==> config.mk <==
export PLATFORM = sky130hd
export DESIGN_NAME = dsp_issue_ctrl
export DESIGN_NICKNAME = d
export VERILOG_FILES = /design/src/rtl/dsp_issue_ctrl.sv
export SDC_FILE = /design/constraint.sdc
export NUM_CORES = 1
export LEC_CHECK = 0
export BUFFER_PORTS_ARGS = -buffer_cell sky130_fd_sc_hd__buf_2
export CORE_MARGIN = 4
export CORE_UTILIZATION = 50
export CTS_CLUSTER_SIZE = 8
export DETAILED_ROUTE_END_ITERATION = 10
export PLACE_DENSITY = 0.69
export SETUP_SLACK_MARGIN = 0.1
export SLEW_MARGIN = 20
export SYNTH_ARGS = -nofsm -noshare
export SYNTH_HDL_FRONTEND = slang
export SYNTH_SLANG_ARGS = --single-unit
==> constraint.sdc <==
create_clock -name clk -period 10.01 [get_ports clk]
set_clock_uncertainty 0.05 [all_clocks]
set_input_delay 2.002 -clock clk [delete_from_list [all_inputs] [get_ports clk]]
set_output_delay 2.002 -clock clk [all_outputs]
set_load 0.05 [all_outputs]
==> src/rtl/dsp_issue_ctrl.sv <==
// Issue/hazard controller between decode and execute: per-register write-back
// scoreboard, RAW/WAW stall generation and branch/jump flow sequencing.
module dsp_issue_ctrl #(
  parameter int ALU_LAT = 3,
  parameter int LD_LAT  = 4
) (
  input  logic        clk,
  input  logic        rst_n,
  input  logic        dec_valid,
  input  logic [4:0]  dec_reg_addr1,
  input  logic [4:0]  dec_reg_addr2,
  input  logic [4:0]  dec_reg_addr3,
  input  logic [2:0]  dec_src_used,
  input  logic        dec_wb_en,
  input  logic [4:0]  dec_reg_dest,
  input  logic [2:0]  dec_mem_mode,
  input  logic [2:0]  dec_flow_mode,
  input  logic        mem_busy,
  input  logic        br_resolved,
  input  logic        br_taken,
  output logic        stall,
  output logic        issue,
  output logic        flush,
  output logic [31:0] busy_map
);

  localparam logic [2:0] MEM_LD    = 3'd1;
  localparam logic [2:0] FLOW_JMP  = 3'd1;
  localparam logic [2:0] FLOW_BEZ  = 3'd2;
  localparam logic [2:0] FLOW_BNEZ = 3'd3;
  localparam logic [2:0] FLOW_BEQ  = 3'd4;

  typedef enum logic [1:0] {S_RUN, S_BR_WAIT, S_FLUSH} state_t;

  state_t     state, state_nxt;
  logic [2:0] cnt [32];
  logic       raw_haz, waw_haz, hazard;
  logic [2:0] wb_lat;

  function automatic logic is_cond_branch(input logic [2:0] flow);
    return (flow == FLOW_BEZ) || (flow == FLOW_BNEZ) || (flow == FLOW_BEQ);
  endfunction

  // A source becomes readable in the cycle its counter reaches 1 (the write
  // lands at that edge), so a consumer can issue exactly L cycles after the
  // producer. A second writer still waits for the counter to drain fully.
  function automatic logic src_pending(input logic [2:0] c);
    return c > 3'd1;
  endfunction

  always_comb begin
    raw_haz = (dec_src_used[0] && src_pending(cnt[dec_reg_addr1])) ||
              (dec_src_used[1] && src_pending(cnt[dec_reg_addr2])) ||
              (dec_src_used[2] && src_pending(cnt[dec_reg_addr3]));
    waw_haz = dec_wb_en && (cnt[dec_reg_dest] != 3'd0);
    hazard  = raw_haz || waw_haz;
    wb_lat  = (dec_mem_mode == MEM_LD) ? 3'(LD_LAT) : 3'(ALU_LAT);
  end

  always_comb begin
    busy_map = '0;
    for (int r = 0; r < 32; r++) busy_map[r] = (cnt[r] != 3'd0);
  end

  // Scoreboard: frozen while memory is busy, load overrides the decrement
  always_ff @(posedge clk or negedge rst_n) begin
    if (!rst_n) begin
      for (int r = 0; r < 32; r++) cnt[r] <= 3'd0;
    end else if (!mem_busy) begin
      for (int r = 0; r < 32; r++) begin
        if (issue && dec_wb_en && (dec_reg_dest == 5'(r)))
          cnt[r] <= wb_lat;
        else if (cnt[r] != 3'd0)
          cnt[r] <= cnt[r] - 3'd1;
      end
    end
  end

  always_ff @(posedge clk or negedge rst_n) begin
    if (!rst_n) state <= S_RUN;
    else        state <= state_nxt;
  end

  always_comb begin
    state_nxt = state;
    case (state)
      S_RUN: begin
        if (issue && (dec_flow_mode == FLOW_JMP))   state_nxt = S_FLUSH;
        else if (issue && is_cond_branch(dec_flow_mode)) state_nxt = S_BR_WAIT;
      end
      S_BR_WAIT: begin
        if (br_resolved) state_nxt = br_taken ? S_FLUSH : S_RUN;
      end
      S_FLUSH:  state_nxt = S_RUN;
      default:  state_nxt = S_RUN;
    endcase
  end

  always_comb begin
    issue = 1'b0;
    stall = 1'b0;
    flush = 1'b0;
    if (rst_n) begin
      case (state)
        S_RUN: begin
          issue = dec_valid && !hazard && !mem_busy;
          stall = dec_valid && (hazard || mem_busy);
        end
        S_BR_WAIT: stall = 1'b1;
        S_FLUSH:   flush = 1'b1;
        default: ;
      endcase
    end
  end

endmodule

==> flow_summary_export.csv, run 1 <==
group,metric,value,unit
grt,grt_max_degree,94,
route,dr.pass1.iters,5,
floorplanning,core-area,0.01718,mm2
cts,ctsResizeCount,0,
sta,fin_ws,2.970,ns
route,wl_per_cell,20.16,um
place,place.detailed.instances,1272,
final_layout,area_growth,8.728,%
synthesis,ys_ff_latch,98,
pwr,power_leakage,3.994,nW
synthesis,yosysWarnings,0,
synthesis,syn_inst,1024,
grt,grt_pass1_vias,7615,
pwr,vdd_drop_max,133.6,uV
synthesis,ys.flop_type,"dfrtp_1",
place,portBuffers,70,
sta,final-hold-violation-count,0,
cts,cts_buffers,9,
route,routed-via-count,8235,
outcome,status,"finished, final reports clean",
cts,worstSkewPairLatency,0.36,ns
floorplanning,ioPinCount,71,
final_layout,fin_area,0.009477,mm2
sta,hold_ws,0.4518,ns
worst_setup_path,cp.required,7.96,ns
synthesis,netlist_top_cells_area,"dfrtp_1, ha_1, mux4_2",
grt,overflow,0,
synthesis,synthArstFlopShare,1.000,
sta,setup_tns,0,ns
synthesis,synthAdderAreaFrac,0.09187,
route,final_antenna_net_count,0,
final_layout,layout.nets,1158,
cts,cts.sinks,98,
synthesis,yosys-mux-area-fraction,0.09575,
worst_setup_path,crit_path_frequent_cell,"buf_2",
worst_setup_path,startpoint_type,"input pin",
route,drc,0,
route,wl,25.98,mm
worst_setup_path,path_buf_inv,3,
floorplanning,dieArea,0.01961,mm2
grt,grt_pass1_wl,41.48,mm
cts,clockBufferDepth,2,
final_layout,post_route_cells_drive_above_1_share,0.1524,
worst_setup_path,cp_data_arrival_time,4.99,ns
route,drt_iter0_drc,872,
pwr,power_density,274.4,mW/mm2
place,gp_congestion,0.9283,
cts,cts_tree,"done",
synthesis,synth_xor_xnor_area_share,0,
floorplanning,start_util,0.5074,
worst_setup_path,worst-path-max-fanout,29,
synthesis,synth_area_leader_cell,"dfrtp_1",
place,placed_area,0.009200,mm2
synthesis,yosys.cell_count.top_type,"nand2_1",
floorplanning,die_h,140.0,um
floorplanning,rows,48,
sta,grt_setup_unrepaired,"no",
grt,grt_usage,0.2627,
synthesis,yosys.area_share.simple,0.2786,
worst_setup_path,criticalPathCategory,"input pin to primary output",
sta,setup_viol,0,
worst_setup_path,path_cells,"buf_2 > inv_1 > mux4_2 > mux2i_1 > nor3_1 > a211oi_2 > nor3_2 > o21bai_1 > and3b_1 > buf_2",
sta,report.final.slew_viol_count,0,
synthesis,synth_top_family_by_area,"simple AND/OR/NAND/NOR gates",
synthesis,synth_edf_count,0,
flow_run,maxCapViolations,0,
cts,path_clk_slew,0.07,ns
sta,period_share,0.7033,
worst_setup_path,cp_slowest_stage_delay,0.54,ns
synthesis,ys_types,63,
sta,worstMarginPinSlew,1.084,ns
place,dp_slack,3.006,ns
cts,holdBufCountCts,0,
floorplanning,die_w,140.0,um
place,hpwlAfterDp,18.42,mm
synthesis,netlist.area_leader.share,0.2814,
sta,slew_headroom,0.2743,
worst_setup_path,endpoint_kind,"primary output",
synthesis,syn_avg_cell_area,8.512,um2
synthesis,synth_compound_area_frac,0.1803,
synthesis,syn-cell-area,0.008716,mm2
sta,fmax,142.0,MHz
synthesis,synth_common_cells,"nand2_1, dfrtp_1, inv_1",
cts,clock-root-buffer,"clkbuf_16",
final_layout,instances_no_fill,1289,
grt,antenna_found_initial,1,
sta,period_minus_slack,7.040,ns
worst_setup_path,cpMaxStageDelayCell,"mux4_2",
worst_setup_path,path_delay_family,"buffers and inverters",
synthesis,syn_nets,1124,
synthesis,yosysSeqAreaShare,0.2814,
cts,htree_num_levels,3,
cts,post-cts-setup-buffers,0,
worst_hold_path,min_path_type,"flop to flop",
route,drt-vias-per-instance,6.389,
==> cells in the final DEF (no fill, tap or decap), types with 29 or more instances in the layout <==
master and n:
a31oi_1 51, inv_1 89, nand2_1 99, mux4_2 29, o21ai_0 33, nor3_1 74
nor2_1 80, ha_1 64, dfrtp_1 98, buf_2 69, nand3_1 47
==> through the flow <==
step / utilization / power [W]
floorplan: - / 0.001878
detailed placement: 0.5356 / 0.002247
global route: 0.5517 / 0.002820
CTS: 0.5516 / 0.002592
finish: 0.5517 / 0.002601
global placement: 0.5356 / 0.002219
==> flip-flops by register name, summed over array words and instances (netlist names) <==
name	cells
cnt	96
state	2
==> worst register-to-register path, stage by stage (launching register included) <==
cell and delay, ns:
dfrtp_1 0.42, or2_0 0.23, mux4_2 0.44, a2111oi_0 0.51
or3_1 0.23, a211oi_2 0.15, or3_2 0.75, buf_4 0.40
nor4_1 0.61, a2111oi_0 0.16
==> where the power goes <==
group / internal, W / leakage (nW) / switching [W]
clock network: 0.000176 / 0.137 / 0.000166
logic: 0.000544 / 2.70 / 0.000918
registers: 0.000593 / 1.15 / 0.000205
==> layout make-up <==
| cell class | instances | area, um2 |
|---|---|---|
| repair buffers | 85 | 465.4 |
| well taps | 225 | 281.5 |
| multi-input cells | 772 | 5655 |
| inverters | 92 | 345.3 |
| clock inverters | 4 | 27.53 |
| flip-flops and latches | 98 | 2452 |
| fillers | 1621 | 7700 |
| diodes | 1 | 2.502 |
| clock buffers | 12 | 246.5 |
==> worst paths after layout <==
kind | cells after the start | startpoint | slack (ns) | end
setup / recovery | 10 | dec_reg_dest[3] | 2.97 | stall
min in group asynchronous | 1 | rst_n | 1.64 | cnt[69]
hold / removal | 1 | state[1] | 0.45 | state[1]
hold reg to reg | 1 | state[1] | 0.45 | state[1]
setup reg to reg | 9 | cnt[32] | 5.90 | cnt[48]
max in group asynchronous | 2 | rst_n | 7.08 | cnt[40]
==> routing by layer <==
metal	track usage	up-vias	routed length, um
met1	0.3703	3893	11120
met3	0.06384	50	2582
met5	0	-	0
met2	0.3950	421	11640
met4	0.09485	0	631
li1	-	3871	-
==> logic make-up (layout without fill, tap and decap cells) <==
group	Yosys count	in the layout
adder cells (fa/ha/maj)	64	64
AO/OA/AOI/OAI	218	218
flip-flops	98	98
AND/OR/NAND/NOR	443	443
other	0	1
multiplexers	47	47
buffers and inverters	154	193
No activity file was read; power rests on OpenSTA's default activity.
==> inputs of run 2 (changes only) <==
==> constraint.sdc (replaced) <==
create_clock -name clk -period 6.9 [get_ports clk]
set_clock_uncertainty 0.05 [all_clocks]
set_input_delay 1.38 -clock clk [delete_from_list [all_inputs] [get_ports clk]]
set_output_delay 1.38 -clock clk [all_outputs]
set_load 0.05 [all_outputs]
==> flow_summary_export.csv, run 2 (same netlist as run 1, synthesis figures left out) <==
group,metric,value,unit
outcome,status,"finished, final reports clean",
pwr,p_seq_frac,0.303,
cts,cts_tree,"done",
place,hpwlAfterDp,18.47,mm
cts,htree_num_levels,3,
final_layout,regMostFlops,"cnt",
route,routed-via-count,8356,
floorplanning,die_w,140.0,um
sta,grt_setup_unrepaired,"no",
cts,cts.sinks,98,
sta,period_share,0.8179,
worst_hold_path,min_path_type,"flop to flop",
worst_setup_path,startpoint_type,"input pin",
grt,grt_max_degree,94,
grt,overflow,0,
cts,holdBufCountCts,0,
pwr,power.total,0.003832,W
cts,clock-root-buffer,"clkbuf_16",
final_layout,layout_common_cells,"nand2_1, dfrtp_1, inv_1",
worst_setup_path,path_cells,"buf_2 > mux4_2 > a2111oi_0 > o31a_1 > a211oi_2 > nor3_2 > o21bai_1 > and3b_1 > buf_2",
worst_setup_path,cpMaxStageDelayCell,"mux4_2",
grt,grt_usage,0.2649,
pwr,netSwitchingFraction,0.4873,
worst_setup_path,path_delay_family,"compound AO/OA/AOI/OAI gates",
pwr,power_density,401.9,mW/mm2
floorplanning,start_util,0.5074,
worst_setup_path,ff2ff_setup_slack,2.76,ns
sta,worstMarginPinSlew,1.155,ns
final_layout,post_route_cells_drive_above_1_share,0.1541,
final_layout,layout.nets,1160,
floorplanning,core-area,0.01718,mm2
flow_run,maxCapViolations,0,
sta,period_minus_slack,5.644,ns
route,met1_length,11.31,mm
final_layout,reg_top3,"cnt x96, state x2",
grt,antenna_found_initial,2,
sta,fmax,177.2,MHz
worst_setup_path,cp.required,5.47,ns
cts,worstSkewPairLatency,0.36,ns
worst_setup_path,worst-path-max-fanout,26,
sta,setup_tns,0,ns
pwr,vdd_drop_max,199.8,uV
route,drt_iter0_drc,1037,
worst_setup_path,crit_path_frequent_cell,"buf_2",
worst_setup_path,path_buf_inv,2,
route,drc,0,
pwr,power_leakage,4.014,nW
floorplanning,die_h,140.0,um
pwr,pwr-share-clk,0.143,
cts,cts_buffers,9,
final_layout,fillers,1580,
floorplanning,rows,48,
pwr,power_switching,0.001867,W
worst_setup_path,endpoint_kind,"primary output",
floorplanning,ioPinCount,71,
sta,report.final.slew_viol_count,0,
sta,slew_headroom,0.2205,
route,routed.top_layer,"met5",
final_layout,largest_reg_flops,96,
route,wl_met3,2.291,mm
pwr,comb_power_share,0.553,
route,wl_per_cell,20.33,um
route,drt-vias-per-instance,6.478,
grt,grt_pass1_vias,7630,
worst_setup_path,cp_data_arrival_time,4.21,ns
pwr,p_int,0.001965,W
cts,clockBufferDepth,2,
place,portBuffers,70,
route,dr.pass1.iters,6,
cts,path_clk_slew,0.06,ns
place,gp_congestion,0.9315,
final_layout,area_growth,9.374,%
grt,grt_pass1_wl,42.01,mm
sta,final-hold-violation-count,0,
cts,post-cts-setup-buffers,0,
floorplanning,dieArea,0.01961,mm2
route,wl,26.23,mm
worst_setup_path,cp_slowest_stage_delay,0.56,ns
cts,ctsResizeCount,0,
route,dr_wl_met2,12.10,mm
final_layout,final_common_cell,"nand2_1",
worst_setup_path,criticalPathCategory,"input pin to primary output",
route,final_antenna_net_count,0,
sta,setup_viol,0,
==> run 2: cell types whose count changed in the layout (fill, tap and decap cells not counted), sizes merged <==
cell and delta:
bufinv +2, clkinv -3, clkbuf -1, clkinvlp +2, buf +1
==> run 2: path summary, 6_finish.rpt <==
| check | from | cells past startpoint | endpoint |
|---|---|---|---|
| max | dec_reg_dest[1] | 9 | stall |
| min | state[1] | 1 | state[1] |
| max reg2reg | cnt[74] | 7 | cnt[54] |
| min reg2reg | state[1] | 1 | state[1] |
| max in group asynchronous | rst_n | 2 | cnt[63] |
| min in group asynchronous | rst_n | 1 | cnt[93] |
==> run 2: layout make-up <==
class / count / area, um2 / area share
well taps: 225 / 281.5 / 0.02953
inverters: 92 / 345.3 / 0.03623
diodes: 1 / 2.502 / 0.0002625
flip-flops and latches: 98 / 2452 / 0.2573
clock buffers: 10 / 229.0 / 0.02402
repair buffers: 87 / 486.7 / 0.05106
clock inverters: 5 / 80.08 / 0.008400
multi-input cells: 772 / 5655 / 0.5933
==> run 2: through the flow <==
step | hold slack [ns] | area (um2) | setup slack, ns | utilization | instances
4_1_cts | 0.4523 | 9517 | 1.263 | 0.5541 | 1288
5_1_grt | 0.4789 | 9533 | 1.099 | 0.5550 | 1290
2_1_floorplan | 0.4037 | 8716 | 1.607 | - | 1024
6_report | 0.4511 | 9533 | 1.256 | 0.5550 | 1290
3_3_place_gp | 0.4410 | 9208 | 1.333 | 0.5361 | 1273
3_5_place_dp | 0.4398 | 9208 | 1.300 | 0.5361 | 1273
==> run 2: metal layers <==
metal  vias to the layer above  track usage
met5                         -            0
met4                         2      0.08414
met2                       398       0.4117
li1                       3880            -
met3                        44      0.05189
met1                      4032       0.3745
==> run 2: power by group through the flow <==
stage,registers [W],clock network [W],logic (W)
after floorplan,0.00107,0,0.00165
after global placement,0.00116,0,0.00206
after detailed placement,0.00116,0,0.00210
after CTS,0.00115,0.000559,0.00211
after global routing,0.00121,0.000578,0.00236
final,0.00116,0.000550,0.00212
==> inputs of run 3 (changes only) <==
--- a/config.mk
+++ b/config.mk
@@ -5,6 +5,7 @@
 export SDC_FILE = /design/constraint.sdc
 export NUM_CORES = 1
 export LEC_CHECK = 0
+export ABC_AREA = 1
 export BUFFER_PORTS_ARGS = -buffer_cell sky130_fd_sc_hd__buf_2
 export CORE_MARGIN = 4
 export CORE_UTILIZATION = 50
==> constraint.sdc (replaced) <==
create_clock -name clk -period 5.3 [get_ports clk]
set_clock_uncertainty 0.05 [all_clocks]
set_input_delay 1.06 -clock clk [delete_from_list [all_inputs] [get_ports clk]]
set_output_delay 1.06 -clock clk [all_outputs]
set_load 0.05 [all_outputs]
==> flow_summary_export.csv, run 3 <==
group,metric,value,unit
place,place.detailed.instances,1743,
synthesis,syn-cell-area,0.009256,mm2
floorplanning,rows,49,
sta,final-hold-violation-count,0,
pwr,power_leakage,5.955,nW
cts,holdBufCountCts,0,
final_layout,layout_common_cells,"nand2_1, inv_1, dfrtp_1",
synthesis,yosysWarnings,0,
route,wl_per_cell,16.16,um
synthesis,syn_avg_cell_area,6.284,um2
worst_setup_path,r2r_end,"cnt[0]",
cts,path_clk_slew,0.07,ns
grt,grt_usage,0.2801,
route,drt-vias-per-instance,5.347,
worst_setup_path,cp_data_arrival_time,3.20,ns
grt,grt_max_degree,65,
sta,period_share,0.8133,
cts,cts_tree,"done",
sta,setup_tns,0,ns
grt,overflow,0,
route,drc,0,
worst_hold_path,min_path_type,"flop to flop",
final_layout,area_growth,8.760,%
synthesis,synth_common_cells,"nand2_1, inv_1, dfrtp_1",
final_layout,layout.nets,1625,
floorplanning,start_util,0.5118,
place,gp_congestion,1.066,
synthesis,ys_ff_latch,98,
synthesis,ys.flop_type,"dfrtp_1",
final_layout,reg_top3,"cnt x96, state x2",
route,wl,28.43,mm
final_layout,largest_reg_flops,96,
worst_setup_path,r2r_start,"cnt[89]",
worst_setup_path,ff2ff_setup_slack,2.04,ns
place,portBuffers,70,
sta,report.final.slew_viol_count,0,
worst_setup_path,cp.required,4.19,ns
pwr,vdd_drop_max,255.6,uV
synthesis,syn_inst,1473,
pwr,power.total,0.005986,W
cts,htree_num_levels,3,
grt,grt_pass1_wl,45.43,mm
outcome,status,"finished, final reports clean",
floorplanning,core-area,0.01809,mm2
floorplanning,dieArea,0.02075,mm2
route,routed-via-count,9406,
final_layout,final_common_cell,"nand2_1",
final_layout,post_route_cells_drive_above_1_share,0.1060,
cts,clock-root-buffer,"clkbuf_16",
sta,fmax,232.0,MHz
grt,antenna_found_initial,2,
sta,fin_ws,0.9894,ns
worst_setup_path,cp-startpoint,"dec_reg_dest[0]",
cts,clockBufferDepth,2,
synthesis,syn_nets,1573,
final_layout,regMostFlops,"cnt",
synthesis,netlist.area_leader.share,0.2649,
sta,worstMarginPinSlew,0.9566,ns
cts,cts_buffers,9,
cts,cts.sinks,98,
sta,grt_setup_unrepaired,"no",
synthesis,synth_edf_count,0,
synthesis,yosys.cell_count.top_type,"nand2_1",
sta,period_minus_slack,4.311,ns
flow_run,maxCapViolations,0,
worst_setup_path,ff2ff_path_depth,18,
floorplanning,die_h,144.1,um
cts,worstSkewPairLatency,0.36,ns
worst_hold_path,min_from,"cnt[3]",
synthesis,netlist_top_cells_area,"dfrtp_1, nand2_1, ha_1",
route,final_antenna_net_count,0,
pwr,power_density,594.6,mW/mm2
place,hpwlAfterDp,20.47,mm
worst_setup_path,worst-path-max-fanout,13,
final_layout,final_util,0.5566,
worst_hold_path,hold_end,"cnt[3]",
grt,grt_pass1_vias,8869,
worst_setup_path,endpoint_kind,"primary output",
floorplanning,die_w,144.1,um
sta,slew_headroom,0.3622,
route,drt_iter0_drc,771,
synthesis,synthArstFlopShare,1.000,
worst_setup_path,startpoint_type,"input pin",
synthesis,yosysSeqAreaShare,0.2649,
place,dp_slack,1.059,ns
worst_setup_path,criticalPathCategory,"input pin to primary output",
synthesis,ys_types,32,
final_layout,instances_no_fill,1759,
worst_hold_path,hold_path_depth,2,
cts,post-cts-setup-buffers,0,
synthesis,synth_area_leader_cell,"dfrtp_1",
route,dr.pass1.iters,5,
sta,setup_viol,0,
floorplanning,ioPinCount,71,
cts,ctsResizeCount,0,
-- run 3: cells by family after synthesis --
kind of cell / synth area share
AND/OR/NAND/NOR: 0.4355
AO/OA/AOI/OAI: 0.06853
XOR/XNOR: 0.03028
buffers and inverters: 0.1142
adder cells (fa/ha/maj): 0.08651
flip-flops: 0.2649
-- run 3: worst max-delay path by stage --
stage	end	depth (start not counted)	slack, ns
2_1_floorplan	stall	14	0.81
3_3_place_gp	stall	13	1.07
3_5_place_dp	stall	13	1.06
4_1_cts	stall	13	1.05
5_1_grt	stall	13	0.87
6_report	stall	13	0.99
-- run 3: routing by layer --
layer  part of all wire  GRT usage
met4              0.037     0.1209
met3              0.073    0.04828
met2               0.46     0.4640
met5            0.00028          0
met1               0.43     0.3602
-- run 3: area by class of cell --
type,instances,area [um2]
Fill cell,1788,8019
Multi-Input combinational cell,1113,5754
Sequential cell,98,2452
Inverter,224,840.8
Timing Repair Buffer,79,420.4
Tap cell,229,286.5
Clock buffer,11,242.7
Clock inverter,3,65.06
Antenna cell,2,5.005
-- run 3: critical path, stage by stage --
cell,delay [ns]
buf_2,0.19
nor2_1,0.70
o21ai_1,0.16
nand2_1,0.11
nor2_1,0.04
nand2_1,0.05
nand2_1,0.07
nand4_1,0.11
nand3_1,0.12
nand3_4,0.13
nor2_8,0.04
o21ai_0,0.14
buf_2,0.29
-- run 3: power breakdown --
| group | internal (W) | switching [W] | total, W |
|---|---|---|---|
| Combinational | 0.00128 | 0.00235 | 0.00363 |
| Sequential | 0.00113 | 0.000506 | 0.00163 |
| Clock | 0.000421 | 0.000300 | 0.000721 |
-- run 3: through the flow --
| stage | cell area, um2 | hold slack (ns) |
|---|---|---|
| floorplan | 9256 | 0.3988 |
| CTS | 10060 | 0.4322 |
| detailed placement | 9754 | 0.4161 |
| global placement | 9754 | 0.4137 |
| global route | 10060 | 0.4489 |
| finish | 10070 | 0.4306 |
